===== src/rtl/mmu_seg_dlx_if.sv =====
//==============================================================================
// Module      : mmu_seg_dlx_if
// Description : Request/response bus between the DLX address path and the MMU.
// Revision    : 1.0 - initial release
//==============================================================================
`default_nettype none

interface mmu_seg_dlx_if #(
    parameter int VA_W = 32,
    parameter int PA_W = 24
);
    logic            req_valid;
    logic            req_ready;
    logic [VA_W-1:0] req_addr;
    logic            req_write;
    logic            resp_valid;
    logic            resp_ready;
    logic [PA_W-1:0] resp_paddr;
    logic            resp_fault;
    logic [1:0]      resp_cause;

    modport master (
        output req_valid, req_addr, req_write, resp_ready,
        input  req_ready, resp_valid, resp_paddr, resp_fault, resp_cause
    );

    modport slave (
        input  req_valid, req_addr, req_write, resp_ready,
        output req_ready, resp_valid, resp_paddr, resp_fault, resp_cause
    );
endinterface

`default_nettype wire


===== src/rtl/mmu_seg_dlx.sv =====
//==============================================================================
// Module      : mmu_seg_dlx
// Description : Segment MMU (base/limit/protection) with one-deep registered
//               valid/ready output stage and fault logging.
// Revision    : 1.0 - initial release
//==============================================================================
`default_nettype none

module mmu_seg_dlx #(
    parameter int VA_W   = 32,
    parameter int PA_W   = 24,
    parameter int NSEG   = 4,
    parameter int FCNT_W = 8,
    localparam int SEL_W = $clog2(NSEG)
) (
    input  wire logic                  clk_i,
    input  wire logic                  rst_i,
    mmu_seg_dlx_if.slave               bus,
    input  wire logic                  cfg_we_i,
    input  wire logic [SEL_W-1:0]      cfg_idx_i,
    input  wire logic [PA_W-1:0]       cfg_base_i,
    input  wire logic [VA_W-SEL_W-1:0] cfg_limit_i,
    input  wire logic                  cfg_en_i,
    input  wire logic                  cfg_ro_i,
    input  wire logic                  mode_we_i,
    input  wire logic                  mode_i,
    output logic      [FCNT_W-1:0]     fault_cnt_o,
    output logic      [VA_W-1:0]       fault_va_o
);

    localparam int         OFF_W          = VA_W - SEL_W;
    localparam logic [1:0] C_CAUSE_NONE   = 2'b00;
    localparam logic [1:0] C_CAUSE_DIS    = 2'b01;
    localparam logic [1:0] C_CAUSE_LIMIT  = 2'b10;
    localparam logic [1:0] C_CAUSE_RO     = 2'b11;

    typedef enum logic [0:0] {
        S_EMPTY = 1'b0,
        S_FULL  = 1'b1
    } state_t;

    state_t state_q, state_d;

    logic [PA_W-1:0]   base_q  [NSEG];
    logic [OFF_W-1:0]  limit_q [NSEG];
    logic [NSEG-1:0]   en_q;
    logic [NSEG-1:0]   ro_q;
    logic              mode_q;

    logic [PA_W-1:0]   paddr_q;
    logic              fault_q;
    logic [1:0]        cause_q;
    logic [FCNT_W-1:0] fault_cnt_q;
    logic [VA_W-1:0]   fault_va_q;

    logic [SEL_W-1:0]  w_seg;
    logic [OFF_W-1:0]  w_off;
    logic [PA_W-1:0]   w_sum;
    logic [PA_W-1:0]   w_paddr;
    logic              w_fault;
    logic [1:0]        w_cause;
    logic              w_req_ready;
    logic              w_accept;

    assign w_seg = bus.req_addr[VA_W-1 -: SEL_W];
    assign w_off = bus.req_addr[OFF_W-1:0];
    // Sum is kept at PA_W bits so the carry out of base+offset is dropped.
    assign w_sum = base_q[w_seg] + PA_W'(w_off);

    always_comb begin
        w_paddr = bus.req_addr[PA_W-1:0];
        w_fault = 1'b0;
        w_cause = C_CAUSE_NONE;
        if (mode_q) begin
            w_paddr = '0;
            if (!en_q[w_seg]) begin
                w_fault = 1'b1;
                w_cause = C_CAUSE_DIS;
            end else if (w_off > limit_q[w_seg]) begin
                w_fault = 1'b1;
                w_cause = C_CAUSE_LIMIT;
            end else if (bus.req_write && ro_q[w_seg]) begin
                w_fault = 1'b1;
                w_cause = C_CAUSE_RO;
            end else begin
                w_paddr = w_sum;
            end
        end
    end

    assign w_req_ready = (state_q == S_EMPTY) || bus.resp_ready;
    assign w_accept    = bus.req_valid && w_req_ready;

    always_comb begin
        state_d = state_q;
        case (state_q)
            S_EMPTY: if (w_accept) state_d = S_FULL;
            S_FULL:  if (bus.resp_ready && !bus.req_valid) state_d = S_EMPTY;
            default: state_d = S_EMPTY;
        endcase
    end

    always_ff @(posedge clk_i) begin
        if (rst_i) begin
            state_q <= S_EMPTY;
        end else begin
            state_q <= state_d;
        end
    end

    always_ff @(posedge clk_i) begin
        if (rst_i) begin
            paddr_q     <= '0;
            fault_q     <= 1'b0;
            cause_q     <= C_CAUSE_NONE;
            fault_cnt_q <= '0;
            fault_va_q  <= '0;
        end else if (w_accept) begin
            paddr_q <= w_paddr;
            fault_q <= w_fault;
            cause_q <= w_cause;
            if (w_fault) begin
                fault_va_q <= bus.req_addr;
                if (fault_cnt_q != {FCNT_W{1'b1}}) begin
                    fault_cnt_q <= fault_cnt_q + FCNT_W'(1);
                end
            end
        end
    end

    // Table and mode update at the edge, so a same-cycle accept sees old values.
    always_ff @(posedge clk_i) begin
        if (rst_i) begin
            for (int i = 0; i < NSEG; i++) begin
                base_q[i]  <= '0;
                limit_q[i] <= '0;
            end
            en_q   <= '0;
            ro_q   <= '0;
            mode_q <= 1'b0;
        end else begin
            if (cfg_we_i) begin
                base_q[cfg_idx_i]  <= cfg_base_i;
                limit_q[cfg_idx_i] <= cfg_limit_i;
                en_q[cfg_idx_i]    <= cfg_en_i;
                ro_q[cfg_idx_i]    <= cfg_ro_i;
            end
            if (mode_we_i) begin
                mode_q <= mode_i;
            end
        end
    end

    assign bus.req_ready  = w_req_ready;
    assign bus.resp_valid = (state_q == S_FULL);
    assign bus.resp_paddr = paddr_q;
    assign bus.resp_fault = fault_q;
    assign bus.resp_cause = cause_q;
    assign fault_cnt_o    = fault_cnt_q;
    assign fault_va_o     = fault_va_q;

endmodule

`default_nettype wire


===== src/flat_wrapper.sv =====
// flat-port wrapper written by rule: the top's interface ports become plain ports
module mmu_seg_dlx_flat 
#(
    parameter int VA_W   = 32,
    parameter int PA_W   = 24,
    parameter int NSEG   = 4,
    parameter int FCNT_W = 8,
    localparam int SEL_W = $clog2(NSEG)
)
  (clk_i, rst_i, cfg_we_i, cfg_idx_i, cfg_base_i, cfg_limit_i, cfg_en_i, cfg_ro_i, mode_we_i, mode_i, fault_cnt_o, fault_va_o, bus_req_valid, bus_req_addr, bus_req_write, bus_resp_ready, bus_req_ready, bus_resp_valid, bus_resp_paddr, bus_resp_fault, bus_resp_cause);
  mmu_seg_dlx_if #(.VA_W(VA_W), .PA_W(PA_W)) bus_i ();
  input  wire logic clk_i;
  input  wire logic rst_i;
  input  wire logic cfg_we_i;
  input  wire logic [SEL_W-1:0] cfg_idx_i;
  input  wire logic [PA_W-1:0] cfg_base_i;
  input  wire logic [VA_W-SEL_W-1:0] cfg_limit_i;
  input  wire logic cfg_en_i;
  input  wire logic cfg_ro_i;
  input  wire logic mode_we_i;
  input  wire logic mode_i;
  output logic      [FCNT_W-1:0] fault_cnt_o;
  output logic      [VA_W-1:0] fault_va_o;
  input wire logic [$bits(bus_i.req_valid)-1:0] bus_req_valid;
  input wire logic [$bits(bus_i.req_addr)-1:0] bus_req_addr;
  input wire logic [$bits(bus_i.req_write)-1:0] bus_req_write;
  input wire logic [$bits(bus_i.resp_ready)-1:0] bus_resp_ready;
  output wire logic [$bits(bus_i.req_ready)-1:0] bus_req_ready;
  output wire logic [$bits(bus_i.resp_valid)-1:0] bus_resp_valid;
  output wire logic [$bits(bus_i.resp_paddr)-1:0] bus_resp_paddr;
  output wire logic [$bits(bus_i.resp_fault)-1:0] bus_resp_fault;
  output wire logic [$bits(bus_i.resp_cause)-1:0] bus_resp_cause;
  assign bus_i.req_valid = bus_req_valid;
  assign bus_i.req_addr = bus_req_addr;
  assign bus_i.req_write = bus_req_write;
  assign bus_i.resp_ready = bus_resp_ready;
  assign bus_req_ready = bus_i.req_ready;
  assign bus_resp_valid = bus_i.resp_valid;
  assign bus_resp_paddr = bus_i.resp_paddr;
  assign bus_resp_fault = bus_i.resp_fault;
  assign bus_resp_cause = bus_i.resp_cause;
  mmu_seg_dlx #(.VA_W(VA_W), .PA_W(PA_W), .NSEG(NSEG), .FCNT_W(FCNT_W)) u_core (.clk_i(clk_i), .rst_i(rst_i), .bus(bus_i), .cfg_we_i(cfg_we_i), .cfg_idx_i(cfg_idx_i), .cfg_base_i(cfg_base_i), .cfg_limit_i(cfg_limit_i), .cfg_en_i(cfg_en_i), .cfg_ro_i(cfg_ro_i), .mode_we_i(mode_we_i), .mode_i(mode_i), .fault_cnt_o(fault_cnt_o), .fault_va_o(fault_va_o));
endmodule

===== config.mk =====
export PLATFORM = sky130hd
export DESIGN_NAME = mmu_seg_dlx_flat
export DESIGN_NICKNAME = d
export VERILOG_FILES = /design/src/rtl/mmu_seg_dlx_if.sv /design/src/rtl/mmu_seg_dlx.sv /design/src/flat_wrapper.sv
export SDC_FILE = /design/constraint.sdc
export NUM_CORES = 1
export LEC_CHECK = 0
export ABC_CLOCK_PERIOD_IN_PS = 8200
export BUFFER_PORTS_ARGS = -buffer_cell sky130_fd_sc_hd__buf_2
export CORE_UTILIZATION = 55
export CTS_CLUSTER_DIAMETER = 50
export CTS_CLUSTER_SIZE = 40
export DETAILED_ROUTE_END_ITERATION = 10
export GPL_TIMING_DRIVEN = 0
export PLACE_DENSITY = 0.76
export SLEW_MARGIN = 10
export SYNTH_ARGS = -nofsm -noshare
export SYNTH_HDL_FRONTEND = slang
export SYNTH_SLANG_ARGS = --single-unit

===== constraint.sdc =====
create_clock -name clk_i -period 8.2 [get_ports clk_i]
set_input_delay 0.82 -clock clk_i [delete_from_list [all_inputs] [get_ports clk_i]]
set_output_delay 0.82 -clock clk_i [all_outputs]
set_load 0.05 [all_outputs]

==> impl_metrics.py <==
metrics = {
    "status": {
        "status": "finished, final reports clean",
    },
    "grt": {
        "grt_max_degree": 33,
        "grt_use_total_pct": 28.7,
        "grt_pass1_wl_um": 56400,
        "grt_pass1_vias": 10100,
        "gr-total-overflow": 0,
        "antenna_found_initial": 4,
    },
    "yosys": {
        "synth-simple-area-share_pct": 12.8,
        "syn_area_mm2": 0.0139,
        "yosysWarnings": 0,
        "synth.top_cell.area_share_pct": 46.6,
        "yosys.area.top_type": "edfxtp_1",
        "synth_top_family_by_area": "simple AND/OR/NAND/NOR gates",
        "synth_ff_type": "edfxtp_1",
        "ys_seq_elements": 293,
        "avgSynthCellArea_um2": 11.9,
        "async_flop_share_pct": 0,
        "synth_compound_area_share_pct": 7.08,
        "syn-num-nets": 1328,
        "netlist_instances": 1175,
        "muxShareOfSynthArea_pct": 12.3,
        "ys_types": 69,
        "synthAdderAreaFrac_pct": 4.99,
        "synth_xor_area_share_pct": 0.880,
        "synth_enable_flop_cells": 216,
        "synth_area_leaders": "edfxtp_1 47%, dfxtp_1 11%, mux4_2 8.9%",
        "yosysSeqAreaShare_pct": 57.6,
    },
    "worst_setup_path": {
        "crit_top_cell": "buf_2",
        "arrival_ps": 5270,
        "end_kind": "register",
        "cpPeakStageDelay_ps": 770,
        "critPathSlowestCell": "buf_1",
        "cp_cell_sequence": "buf_2 > buf_2 > buf_1 > mux4_2 > inv_1 > ha_1 > a21oi_1 > nand2_1 > a221o_1 > a211oi_1 > o21ai_2 > nor2_1 > buf_2 > a221oi_1 > nor3_1",
        "start_kind": "input pin",
        "path_max_fanout": 10,
        "required_ps": 8680,
        "critPathKind": "in -> reg",
    },
    "die": {
        "design.die.area_mm2": 0.0260,
        "fp-row-count": 57,
        "core_area_mm2": 0.0246,
        "chipWidth_um": 161,
        "ios": 167,
        "die_h_um": 161,
        "start_util_pct": 56.6,
    },
    "detailed_routing": {
        "wl_per_cell_um": 21.4,
        "vias": 10200,
        "drt-total-wl_um": 36900,
        "drtIter0Drc": 1064,
        "avgViaCountPerCell": 5.92,
        "drcViolationCount": 0,
        "first_pass_iters": 5,
        "ant_nets": 0,
    },
    "clock_tree": {
        "cts.path.max_buffers": 3,
        "cts_root_buffer": "clkbuf_16",
        "cts.reportedPaths.clkPinSlew_ps": 70,
        "cts_tree": "built",
        "cts.sinks": 293,
        "cts_resized": 0,
        "clock_latency_ps": 560,
        "hold_buffers": 0,
        "post-cts-setup-buffers": 0,
        "htreeDepth": 1,
        "cts_made_buffers": 29,
    },
    "timing": {
        "min_period_ps": 4790,
        "drv_slew": 0,
        "slew_headroom_pct": 30.1,
        "clock_skew_ps": 14.9,
        "tns_ps": 0,
        "fin_ws_ps": 3410,
        "rsz0062_at_grt": "false",
        "fin_crit_sh_pct": 58.4,
        "hold_viol_final": 0,
        "worst_pin_slew_ps": 1050,
        "fmax_mhz": 209,
        "setup_viol": 0,
    },
    "placed_design": {
        "hpwl_um": 26000,
        "place.gp.congestion": 0.908,
        "dpl.cell_count": 1669,
        "pre_cts_ws_ps": 2870,
        "post_dp_cell_area_mm2": 0.0153,
        "io_buffers": 166,
    },
    "power_and_ir_drop": {
        "ir_worst_vdd_uv": 196,
        "power_density_mw_per_mm2": 223,
        "total_power_mw": 3.61,
        "p_leak_nw": 6.73,
    },
    "cells_and_area": {
        "nets": 1529,
        "fillCellCount": 1862,
        "final_cell_mix": "249 x nor2_1, 216 x edfxtp_1, 170 x buf_2",
        "multiInputGateArea_mm2": 0.00533,
        "drive_gt1_share_pct": 21.4,
        "seq_area_mm2": 0.00803,
        "fin_cells": 1728,
        "final_common_cell": "nor2_1",
        "final_area_mm2": 0.0162,
        "area_delta_synth_final_pct": 16.4,
    },
    "flow_run": {
        "cap_violations": 0,
    },
    "min_path": {
        "min_path_type": "reg -> reg",
    },
}
synthesized netlist by cell type, types with 3 or more instances:
| cell | number |
|---|---|
| xnor2_1 | 7 |
| nand2b_1 | 10 |
| nand3_1 | 15 |
| dfxtp_1 | 77 |
| o211ai_1 | 4 |
| or3_1 | 3 |
| o21bai_1 | 3 |
| clkbuf_1 | 47 |
| nand4_1 | 12 |
| a21oi_1 | 39 |
| and2_1 | 4 |
| nor2_1 | 249 |
| a211o_1 | 4 |
| and4_1 | 4 |
| a21o_1 | 11 |
| nand3b_1 | 3 |
| mux4_2 | 55 |
| buf_2 | 4 |
| nor2b_1 | 4 |
| nand2_1 | 74 |
| o21ai_0 | 18 |
| mux2i_1 | 43 |
| ha_1 | 54 |
| nor3_1 | 26 |
| a211oi_1 | 12 |
| inv_1 | 92 |
| and3_1 | 4 |
| a221oi_1 | 18 |
| edfxtp_1 | 216 |
| buf_1 | 7 |
| xor2_1 | 7 |
final cells by class:
| class | instances | area share (%) |
|---|---|---|
| buffer | 62 | 1.61 |
| inverter | 92 | 2.13 |
| clock inverter | 23 | 1.05 |
| clock buffer | 31 | 4.65 |
| antenna | 5 | 0.0772 |
| sequential | 293 | 49.5 |
| timing repair buffer | 170 | 5.62 |
| multi-input combinational | 728 | 32.9 |
| tap | 324 | 2.50 |
flip-flops by register name, summed over array words and instances, names as in the netlist:
name                   cells
u_core.bus.resp_fault      1
u_core.mode_q              1
u_core.limit_q           120
u_core.ro_q                4
u_core.fault_va_o         32
u_core.bus.resp_cause      2
u_core.bus.resp_paddr     24
u_core.fault_cnt_o         8
u_core.bus.resp_valid      1
u_core.en_q                4
u_core.base_q             96
cells by family after synthesis:
logic type               Yosys count
AND/OR/NAND/NOR                  417
buffers and inverters            154
multiplexers                     101
flip-flops                       293
adder cells (fa/ha/maj)           55
XOR/XNOR                          14
AO/OA/AOI/OAI                    141
per-stage QoR:
step | util (%) | hold WS (ps)
finish | 65.9 | 468
global route | 65.9 | 500
CTS | 65.8 | 464
detailed placement | 62.1 | 447
global placement | 61.6 | 437
floorplan | - | 433
final timing paths:
check	from	end	slack, ps	cells after the start
worst min-delay path	u_core.bus.resp_cause[0]$_SDFFE_PP0P_	u_core.bus.resp_cause[0]$_SDFFE_PP0P_	470	2
worst max register to register	u_core.limit_q[2][4]$_SDFFCE_PN0P_	u_core.bus.resp_paddr[2]$_SDFFE_PP0P_	4780	12
worst min register to register	u_core.bus.resp_cause[0]$_SDFFE_PP0P_	u_core.bus.resp_cause[0]$_SDFFE_PP0P_	470	2
worst max-delay path	bus_req_addr[30]	u_core.bus.resp_paddr[2]$_SDFFE_PP0P_	3410	15
critical path: cells and delay by family:
| kind | cells | cell delay (ps) |
|---|---|---|
| adder cells (fa/ha/maj) | 1 | 240 |
| multiplexers | 1 | 590 |
| buffers and inverters | 5 | 1730 |
| AO/OA/AOI/OAI | 5 | 1280 |
| AND/OR/NAND/NOR | 3 | 590 |
metal layers:
layer  wire [µm]  vias to the layer above  GRT usage (%)
li1            -                     4661              -
met1       15000                     4971           39.2
met2       17400                      512           46.6
met3        3140                       86           4.31
met4        1300                        2           10.7
met5          71                        -           2.08
report_power, final:
group	switching (mW)	internal [mW]
combinational	0.363	0.215
clock	0.619	0.684
sequential	0.0344	1.69
Power figures use the tool's default switching activity.
